## src/rtl/irq_priority_resolver.sv

```systemverilog
// irq_priority_resolver
// 8-level interrupt priority resolver in the style of an 8259-type controller.
// It holds the request register (irr), the in-service register (isr), a
// rotating lowest-priority pointer, the registered interrupt request and the
// acknowledged vector level.
//
// Build option: define AUTO_ROTATE_EN to enable auto rotation. When it is
// enabled and ar=1, every non-specific EOI that clears a bit moves the
// lowest-priority pointer to the level it cleared. When the macro is
// undefined, ar is ignored.
//
// The interrupt output is named int_o because "int" is a reserved word.

module irq_priority_resolver (
  input  logic       clk,
  input  logic       reset,
  input  logic [7:0] ir,
  input  logic [7:0] Mask,
  input  logic       LTIM,
  input  logic       inta,
  input  logic       eoi,
  input  logic       seoi,
  input  logic       setpri,
  input  logic [2:0] lvl,
  input  logic       ar,
  output logic [7:0] irr,
  output logic [7:0] isr,
  output logic       int_o,
  output logic [2:0] Y
);

  // Result of a priority scan.
  // valid: at least one bit is set.
  // level: the winning IR level.
  // rank:  0 is the highest priority and 7 the lowest.
  typedef struct packed {
    logic       valid;
    logic [2:0] level;
    logic [2:0] rank;
  } pick_t;

  // Walk the levels from lp+1 (highest priority) round to lp (lowest).
  // Return the first set bit together with its rank.
  function automatic pick_t highestPick(input logic [7:0] vec,
                                        input logic [2:0] lp);
    pick_t      p;
    logic [2:0] idx;
    p       = '0;
    p.rank  = 3'd7;
    idx     = 3'd0;
    for (int k = 1; k <= 8; k++) begin
      idx = lp + 3'(k);
      if (!p.valid && vec[idx]) begin
        p.valid = 1'b1;
        p.level = idx;
        p.rank  = 3'(k - 1);
      end
    end
    return p;
  endfunction

  logic [7:0] ir_s_q,    ir_s_d;
  logic [7:0] ir_prev_q, ir_prev_d;
  logic [7:0] irr_q,     irr_d;
  logic [7:0] isr_q,     isr_d;
  logic       int_q,     int_d;
  logic [2:0] y_q,       y_d;
  logic [2:0] lp_q,      lp_d;

  pick_t      candPick;
  pick_t      isrPick;
  logic [7:0] ackSet;
  logic [7:0] eoiClr;
  logic [7:0] seoiClr;
  logic [7:0] riseDet;

  // Priority scans use the pre-edge pointer, so a cycle that moves lp still
  // resolves against the old ordering.
  always_comb begin
    candPick = highestPick(irr_q & ~Mask, lp_q);
    isrPick  = highestPick(isr_q, lp_q);
  end

  // Acknowledge sets the winning level. The EOI strobes clear from the
  // pre-edge isr. The clears are applied first, so a set and a clear on the
  // same bit leave the bit set.
  always_comb begin
    ackSet  = '0;
    eoiClr  = '0;
    seoiClr = '0;
    if (inta && candPick.valid) begin
      ackSet = 8'b1 << candPick.level;
    end
    if (eoi && isrPick.valid) begin
      eoiClr = 8'b1 << isrPick.level;
    end
    if (seoi) begin
      seoiClr = 8'b1 << lvl;
    end
    isr_d = (isr_q & ~(eoiClr | seoiClr)) | ackSet;
  end

  // Request capture works from the synchronised copy of ir.
  // In edge mode a bit is latched by a 0->1 transition and held while the
  // line stays high. In level mode irr simply follows the line.
  // In both modes the acknowledged bit is cleared in the acknowledge cycle.
  always_comb begin
    ir_s_d    = ir;
    ir_prev_d = ir_s_q;
    riseDet   = ir_s_q & ~ir_prev_q;
    if (LTIM) begin
      irr_d = ir_s_q & ~ackSet;
    end else begin
      irr_d = ir_s_q & (riseDet | irr_q) & ~ackSet;
    end
  end

  // Raise the interrupt when the candidate outranks everything in service.
  always_comb begin
    int_d = candPick.valid &&
            (!isrPick.valid || (candPick.rank < isrPick.rank));
  end

  // The vector is loaded only on acknowledge. If there is no candidate at
  // that point, the acknowledge is spurious and returns level 7.
  always_comb begin
    y_d = y_q;
    if (inta) begin
      y_d = candPick.valid ? candPick.level : 3'd7;
    end
  end

  // The lowest-priority pointer moves on setpri. When auto rotation is
  // enabled it also moves on an EOI that clears a bit. setpri takes
  // precedence over the rotation.
`ifdef AUTO_ROTATE_EN
  always_comb begin
    lp_d = lp_q;
    if (setpri) begin
      lp_d = lvl;
    end else if (ar && eoi && isrPick.valid) begin
      lp_d = isrPick.level;
    end
  end
`else
  logic unused_ar;
  assign unused_ar = ar;

  // Without auto rotation only setpri can move the pointer.
  always_comb begin
    lp_d = lp_q;
    if (setpri) begin
      lp_d = lvl;
    end
  end
`endif

  // State register. Reset wins over every strobe in the same cycle, so no
  // partial update of isr or any other register can happen.
  always_ff @(posedge clk) begin
    if (reset) begin
      ir_s_q    <= '0;
      ir_prev_q <= '0;
      irr_q     <= '0;
      isr_q     <= '0;
      int_q     <= 1'b0;
      y_q       <= 3'd7;
      lp_q      <= 3'd7;
    end else begin
      ir_s_q    <= ir_s_d;
      ir_prev_q <= ir_prev_d;
      irr_q     <= irr_d;
      isr_q     <= isr_d;
      int_q     <= int_d;
      y_q       <= y_d;
      lp_q      <= lp_d;
    end
  end

  assign irr   = irr_q;
  assign isr   = isr_q;
  assign int_o = int_q;
  assign Y     = y_q;

endmodule

```

## config.mk

```make
export PLATFORM = sky130hd
export DESIGN_NAME = irq_priority_resolver
export DESIGN_NICKNAME = d
export VERILOG_FILES = /design/src/rtl/irq_priority_resolver.sv
export SDC_FILE = /design/constraint.sdc
export NUM_CORES = 1
export LEC_CHECK = 0
export CAP_MARGIN = 20
export CORE_AREA = 5 5 89 91
export CTS_CLUSTER_DIAMETER = 120
export CTS_CLUSTER_SIZE = 8
export DETAILED_ROUTE_END_ITERATION = 10
export DIE_AREA = 0 0 94 96
export GPL_ROUTABILITY_DRIVEN = 0
export HOLD_SLACK_MARGIN = 0.06
export PLACE_DENSITY = 0.78
export SETUP_SLACK_MARGIN = 0.1
export SYNTH_ARGS = -nofsm -noshare
export SYNTH_HDL_FRONTEND = slang
export SYNTH_SLANG_ARGS = --single-unit
```

## constraint.sdc

```tcl
create_clock -name clk -period 4.5 [get_ports clk]
set_input_delay 0.45 -clock clk [delete_from_list [all_inputs] [get_ports clk]]
set_output_delay 0.45 -clock clk [all_outputs]
set_load 0.005 [all_outputs]
```

# Word level (Yosys, flattened, before mapping)
# Index checks and enable logic that the tools add are counted.
[totals]
inputBits = 27
reg_bits = 39
wordCells = 125
out_inout_bits = 20
[classes]
n_reduce_logical = 33
n_shift = 3
n_lt_le_gt_ge = 9
n_bitwise = 13
addsub = 7
muxes = 53
[op_table]
columns = ["cell", "n"]
rows = [
  ["2-to-1 mux 7 bit", 16],
  ["AND 8 bit", 6],
  ["binary-select mux 1 bit (select 3 bit)", 16],
  ["< comparator 3 x 4 -> 1 bit, second input constant", 8],
  ["2-to-1 mux 8 bit", 4],
  ["NOT 8 bit", 4],
  ["bitwise OR 8 bit", 3],
  ["<< shifter 1 x 3 -> 8 bit, first input constant", 3],
  ["logical AND 1 bit", 17],
  ["2-to-1 mux 1 bit", 16],
  ["logical NOT 1 bit", 15],
  ["adder 3 bit, second input constant", 4],
  ["adder 3 x 2 -> 3 bit, second input constant", 2],
  ["adder 3 x 1 -> 3 bit, second input constant", 1],
  ["< comparator 3 bit", 1],
  ["2-to-1 mux 3 bit", 1],
  ["logical OR 1 bit", 1],
]

# Longest topological paths before layout
# Gate-level depths: netlist of the first run.
[logic_depth]
depth_word = 31
ltp_mapped = 17
depth_no_buf = 12

# Worst setup path after synthesis of the first run
# OpenSTA, ideal clock, no wires.
[synth_path]
kind = "register to register"
from = "register lp_q[0]"
to = "register isr_q[0] (netlist: isr[0])"
stages_incl_launch_ff = 16
setup_time_ns = 0.117
arrival_time_ns = 3.257
setup_slack_ns = 1.126
path_buffers = 5
period_less_slack_ns = 3.374
required_time_ns = 4.383
path_cell_list = "dfxtp_1 buf_6 buf_12 inv_12 buf_12 ha_1 buf_2 buf_6 mux2_1 mux4_2 o211ai_1 a31oi_1 a21oi_2 o22ai_4 or3b_1 a32o_1"
[synth_between]
elab_chain_cells = 31
elab_cells_between_ends = 93
cone_classes = "7 x add/sub; 2 x shift; 50 x mux; 4 x bitwise; 30 x reduce/logical"
[synth_rtl]
columns = ["item", "line_no", "source"]
rows = [
  ["start: declaration", "68", "logic [2:0] lp_q, lp_d;"],
  ["start signal: assignment", "176", "lp_q <= lp_d;"],
  ["adder 3 x 1 -> 3 bit", "52", "idx = lp + 3'(k);"],
  ["binary-select mux 1 bit (select 3 bit)", "53", "if (!p.valid && vec[idx]) begin"],
  ["2-to-1 mux 1 bit (not written as such)", "53", ""],
  ["2-to-1 mux 7 bit", "53", ""],
  ["logical NOT 1 bit", "53", ""],
  ["logical AND 1 bit", "53", ""],
  ["2-to-1 mux 7 bit", "53", ""],
  ["logical NOT 1 bit", "53", ""],
  ["[... 15 more ...]", "n/a", ""],
  ["logical AND 1 bit", "53", ""],
  ["2-to-1 mux 7 bit", "53", ""],
  ["<< shifter 1 x 3 -> 8 bit / logical AND 1 bit (equally long branches)", "95, 94", ""],
  ["2-to-1 mux 8 bit", "94", "if (eoi && isrPick.valid) begin"],
  ["bitwise OR 8 bit", "100", "isr_d = (isr_q & ~(eoiClr | seoiClr)) | ackSet;"],
  ["NOT 8 bit", "100", ""],
  ["AND 8 bit", "100", ""],
  ["bitwise OR 8 bit *", "100", ""],
  ["end signal: assignment", "173", "isr_q <= isr_d;"],
  ["end: declaration", "65", "logic [7:0] isr_q, isr_d;"],
]
# Mark *: on every way between the ends. The rest lies on a longest branch, timed or not. The select of a mux whose other input is x is not followed.
# A chain may end at the register's enable or synchronous reset.

# Final worst setup path of the first run
[layout_path]
from = "register lp_q[1]"
to = "register isr_q[0] (netlist: isr[0])"
# Same word-level chain as after synthesis.

==> results.ini, run 1 <==
[run_status]
status=complete, no violations

[critical_path]
crit_fanout=20
reg2reg_from=lp_q[1]
startpoint_type=flop
worst_path_most_repeated_cell=inv_1
slowest_stage=ha_1
crit_type=flop to flop
path_cells=inv_1, ha_1, buf_4, inv_1, mux4_2, a211o_1, a32oi_1, nand2_1, a211oi_4, a32o_1
crit_family=compound AO/OA/AOI/OAI gates
r2r_slack_ps=670
critPathArrivalTime_ps=4070
required_ps=4740
cp_num_buf_inv=3
rr_endpoint=isr[0]
cpPeakStageDelay_ps=860
end_kind=flop
ff2ff_path_depth=10

[grt]
grtUsageMet1_pct=30.15
gr-total-overflow=0
grtUsageMet3_pct=3.831
antenna_found_initial=0
grtUsageMet2_pct=37.73
track_usage_pct=22.94
grt-busiest-layer=met2
grt_pass1_vias=3371
grt_pass1_wl_mm=16.46
grt_max_degree=35

[route]
via_count=3422
drtIter0Drc=351
drc=0
vias_per_cell=6.444
ant_nets=0
drt-total-wl_mm=9.938
drt_first_pass_iters=5
post_drt_wl_per_cell_microns=18.72

[floorplan]
die_area_sq_um=9024
core_sq_um=7059
die_w_microns=94
num_rows=31
fp.dieH_microns=96
io_pins=47
start_util_pct=53.15

[clocking]
cts_made_buffers=5
cts-hold-fix-buffers=0
cts_sinks=39
cts_setup_buffers=0
cts_tree=built
cts_buffer_depth=2
clk-insertion-delay-late_ps=290
htree_levels=2
post_cts_resized=0
cts_root_buf=clkbuf_8
cts.clk_slew.worst_paths_ps=80

[placement]
dpl_cell_area_sq_um=4194
port_buffers=45
dp_hpwl_mm=7.501

[pwr]
p_leak_nw=1.597
p_per_area_nw_per_um2=281.4
vdd_drop_max_v=0.0002700

[synth]
synth_top_cell_area_share_pct=20.81
synthFlopType=dfxtp_1
synthArstFlopShare_pct=0
avgSynthCellArea_sq_um=9.428
yosysUniqueCellTypes=83
netlist_instances=398
synth_edf_count=0
netlist_area_sq_um=3752
ys_top_cells_by_area=dfxtp_1, mux4_2, nor2b_1
syn_nets=429
synth_seq_area_share_pct=20.81
yosysTopAreaCell=dfxtp_1
synth-seq-cells=39
yosysWarnings=0

[finish]
final_cell_area_sq_um=4315
syn_to_final_growth_pct=15.01
finalNetCount=462
fin_util_pct=61.13
diodes=0
drive_gt1_share_pct=20.14
num-fill-cells=650

[timing]
setup_violations=0
fin_crit_ps=3834
setup_tns_ps=0
final_hold_viol_count=0
finalCritPeriodShare_pct=85.19
maxSlewViolCount=0
fin_skew_ps=7.186
worst_slew_pin_slew_ps=865.1
slew_headroom_pct=42.25
rsz0062_at_grt=false
max_clock_freq_mhz=260.8

[min_path]
hold_start=ir_prev_d[5]
whs_endpoint=ir_prev_q[5]
hold_depth=1
hp-class=flop to flop

[run]
drv_cap=0

## final cells by class
| cell class | count | area [sq um] | share of cell area [%] |
|---|---|---|---|
| sequential | 39 | 782.0 | 18.12 |
| clock inverter | 2 | 38.79 | 0.8988 |
| inverter | 10 | 50.05 | 1.160 |
| tap | 99 | 123.9 | 2.870 |
| timing repair buffer | 50 | 488.0 | 11.31 |
| clock buffer | 6 | 82.58 | 1.914 |
| multi-input combinational | 325 | 2750 | 63.73 |
## cell usage after synthesis (4+ instances only)
master / count
a32o_1: 5
a31oi_1: 6
nand2b_1: 14
and2_1: 5
nor2b_1: 27
ha_1: 4
clkbuf_1: 7
nor2_1: 25
nand3_1: 8
nand3b_1: 4
mux2_2: 11
nand2_1: 41
o211a_1: 5
o211ai_1: 9
mux4_2: 26
mux2i_1: 14
a21o_1: 4
nor3_1: 4
a21oi_1: 15
and3_1: 4
o21ai_0: 13
buf_2: 6
inv_1: 6
dfxtp_1: 39
buf_6: 4
## state kept, by name (all words and copies together) (netlist names)
name,count
Y,3
int_o,1
ir_prev_d,8
ir_prev_q,8
irr,8
isr,8
lp_q,3
## kinds of logic after synthesis
group / share of synthesized area, %
xor+xnor: 1.801
compound gates: 22.48
buf+inv: 5.902
fa+ha+maj: 1.334
simple gates: 21.87
mux: 25.81
flops: 20.81
## per-stage QoR
step	setup slack [ps]	hold slack [ps]	power [mW]	std cells
final	666.2	463.5	1.214	531
after global routing	467.7	487.6	1.277	531
after CTS	717.8	468.8	1.212	531
after detailed placement	736.6	453.9	0.9012	523
after global placement	858.3	449.5	0.8882	523
after floorplan	1126	439.7	0.7710	398
## how the worst max path moves through the flow
stage | startpoint | cells after the start | endpoint
after global placement | lp_q[1] | 10 | Y[2]
after global routing | lp_q[0] | 9 | isr[4]
after detailed placement | lp_q[1] | 10 | Y[2]
after CTS | lp_q[1] | 10 | isr[0]
after floorplan | lp_q[0] | 15 | isr[0]
final | lp_q[1] | 10 | isr[0]
## routing by layer
metal	routed length, microns	vias to the layer above
met3	678	34
met5	0	-
li1	-	1583
met4	278	0
met1	4208	1635
met2	4773	170
## layout by cell type (no fill, tap or decap), types with 6 or more instances in the layout
cell type        instances
mux4_2                  26
a31oi_1                  6
inv_1                    6
mux2_2                  11
nor2_1                  25
nand3_1                  8
nand2b_1                14
o211ai_1                 9
o21ai_0                 13
dfxtp_1                 38
nor2b_1                 27
nand2_1                 41
mux2i_1                 14
a21oi_1                 15
clkbuf_8                 6
clkdlybuf4s50_1         45
## report_power, final
group          switching, mW  internal [mW]  leakage, nW
Clock                  0.129          0.182       0.0618
Combinational          0.275          0.234         1.22
Sequential            0.0271          0.367        0.320
Total                  0.431          0.783         1.60
Note: power is estimated with default switching activity, not from simulation.
==> inputs of run 2 (changes only) <==
--- a/config.mk
+++ b/config.mk
@@ -13,7 +13,7 @@
 export DIE_AREA = 0 0 94 96
 export GPL_ROUTABILITY_DRIVEN = 0
 export HOLD_SLACK_MARGIN = 0.06
-export PLACE_DENSITY = 0.78
+export PLACE_DENSITY = 0.76
 export SETUP_SLACK_MARGIN = 0.1
 export SYNTH_ARGS = -nofsm -noshare
 export SYNTH_HDL_FRONTEND = slang
==> run 2 against run 1 <==
Cell count unchanged. Largest power group unchanged. Sequential share of layout area rose by 0.14 points. Utilization decreased by 0.46 points. Largest cell class unchanged. Critical path type unchanged.
==> results.ini, run 2 (synthesis results as in run 1) <==
[critical_path]
cpPeakStageDelay_ps=850
crit_fanout=20
reg2reg_from=lp_q[1]
startpoint=lp_q[1]
critPathArrivalTime_ps=3960
crit_family=compound AO/OA/AOI/OAI gates
required_ps=4680
crit_type=flop to flop
startpoint_type=flop
slowest_stage=ha_1
end_kind=flop
path_cells=inv_1, ha_1, mux4_2, a21oi_1, a22oi_1, a21oi_4, inv_2, o31a_1, nand4_1, or3b_1, a22o_1
cp_num_buf_inv=2

[finish]
final_cell_mix=clkdlybuf4s50_1, nand2_1, dfxtp_1
diodes=0
final_cells=531
finalNetCount=462
syn_to_final_growth_pct=14.14
final_common_cell=clkdlybuf4s50_1
drive_gt1_share_pct=20.14
final_cell_area_sq_um=4283
fin_util_pct=60.67

[pwr]
vdd_drop_max_v=0.0002344
p_leak_nw=1.576
p_per_area_nw_per_um2=264.9

[route]
via_count=3414
drtIter0Drc=444
post_drt_wl_per_cell_microns=18.53
drc=0
drt-total-wl_mm=9.840
ant_nets=0
vias_per_cell=6.429
drt_first_pass_iters=5

[clocking]
cts-hold-fix-buffers=0
cts_buffer_depth=2
clk-insertion-delay-late_ps=290
cts.clk_slew.worst_paths_ps=80
cts_made_buffers=5
cts_sinks=39
cts_root_buf=clkbuf_8
htree_levels=2
post_cts_resized=0
cts_tree=built
cts_setup_buffers=0

[timing]
rsz0062_at_grt=false
fin_crit_ps=3773
worst_slew_pin_slew_ps=826.4
final_hold_viol_count=0
fin_skew_ps=6.747
finalCritPeriodShare_pct=83.84
setup_violations=0
setup_tns_ps=0
slew_headroom_pct=44.83
max_clock_freq_mhz=265.0
maxSlewViolCount=0

[min_path]
hold_start=ir_prev_d[4]
hp-class=flop to flop

[run_status]
status=complete, no violations

[grt]
gr-total-overflow=0
grt_max_degree=35
grt_pass1_vias=3325
track_usage_pct=22.96
antenna_found_initial=0
grt_pass1_wl_mm=16.38

[floorplan]
fp.dieH_microns=96
start_util_pct=53.15
io_pins=47
die_w_microns=94
core_sq_um=7059
die_area_sq_um=9024
num_rows=31

[run]
drv_cap=0

[placement]
place_inst=523
dpl_cell_area_sq_um=4194
port_buffers=45
dp_hpwl_mm=7.431

[run 2: changes by cell type in the layout (fill, tap and decap cells not counted)]
cell | previous run | this run
inv_6 | 1 | 0
clkbuf_8 | 6 | 5
bufinv_16 | 1 | 0
clkinv_2 | 0 | 1
clkinvlp_4 | 0 | 2
[run 2: area by class of cell]
class	instances	area [sq um]
multi-input combinational	325	2750
clock inverter	3	20.02
clock buffer	5	68.82
timing repair buffer	50	488.0
sequential	39	782.0
tap	99	123.9
inverter	10	50.05
fill	618	2776
[run 2: metal layers]
| layer | GRT usage [%] | share of wire (%) | vias up |
|---|---|---|---|
| met5 | 0 | 0 | - |
| met3 | 3.284 | 5.9 | 22 |
| met1 | 30.86 | 43 | 1669 |
| met4 | 7.942 | 1.7 | 0 |
| met2 | 37.97 | 49 | 143 |
| li1 | - | - | 1580 |
[run 2: final timing paths]
check                 end  slack [ps]  depth (start not counted)
max                isr[6]         730                         11
min          ir_prev_q[4]         470                          1
max reg2reg        isr[6]         730                         11
min reg2reg  ir_prev_q[4]         470                          1
[run 2: through the flow]
| stage | setup WS (ps) | power [mW] | hold WS [ps] |
|---|---|---|---|
| 2_1_floorplan | 1126 | 0.7710 | 439.7 |
| 3_3_place_gp | 856.8 | 0.8893 | 447.9 |
| 3_5_place_dp | 770.6 | 0.9017 | 457.6 |
| 4_1_cts | 765.4 | 1.135 | 470.4 |
| 5_1_grt | 520.6 | 1.200 | 476.5 |
| 6_report | 727.1 | 1.134 | 466.6 |
[run 2: worst reg2reg max path, stage by stage (launching register included)]
cell and delay, ps:
dfxtp_1 340, inv_1 170, ha_1 850, mux4_2 430, a21oi_1 100, a22oi_1 450
a21oi_4 100, inv_2 140, o31a_1 180, nand4_1 270, or3b_1 450, a22o_1 210
[run 2: power by group]
part           switching (mW)  leakage [nW]  internal [mW]  total [mW]
sequential             0.0273         0.320          0.367       0.394
combinational           0.273          1.22          0.234       0.507
clock                   0.126        0.0402          0.108       0.233
total                   0.426          1.58          0.709        1.13
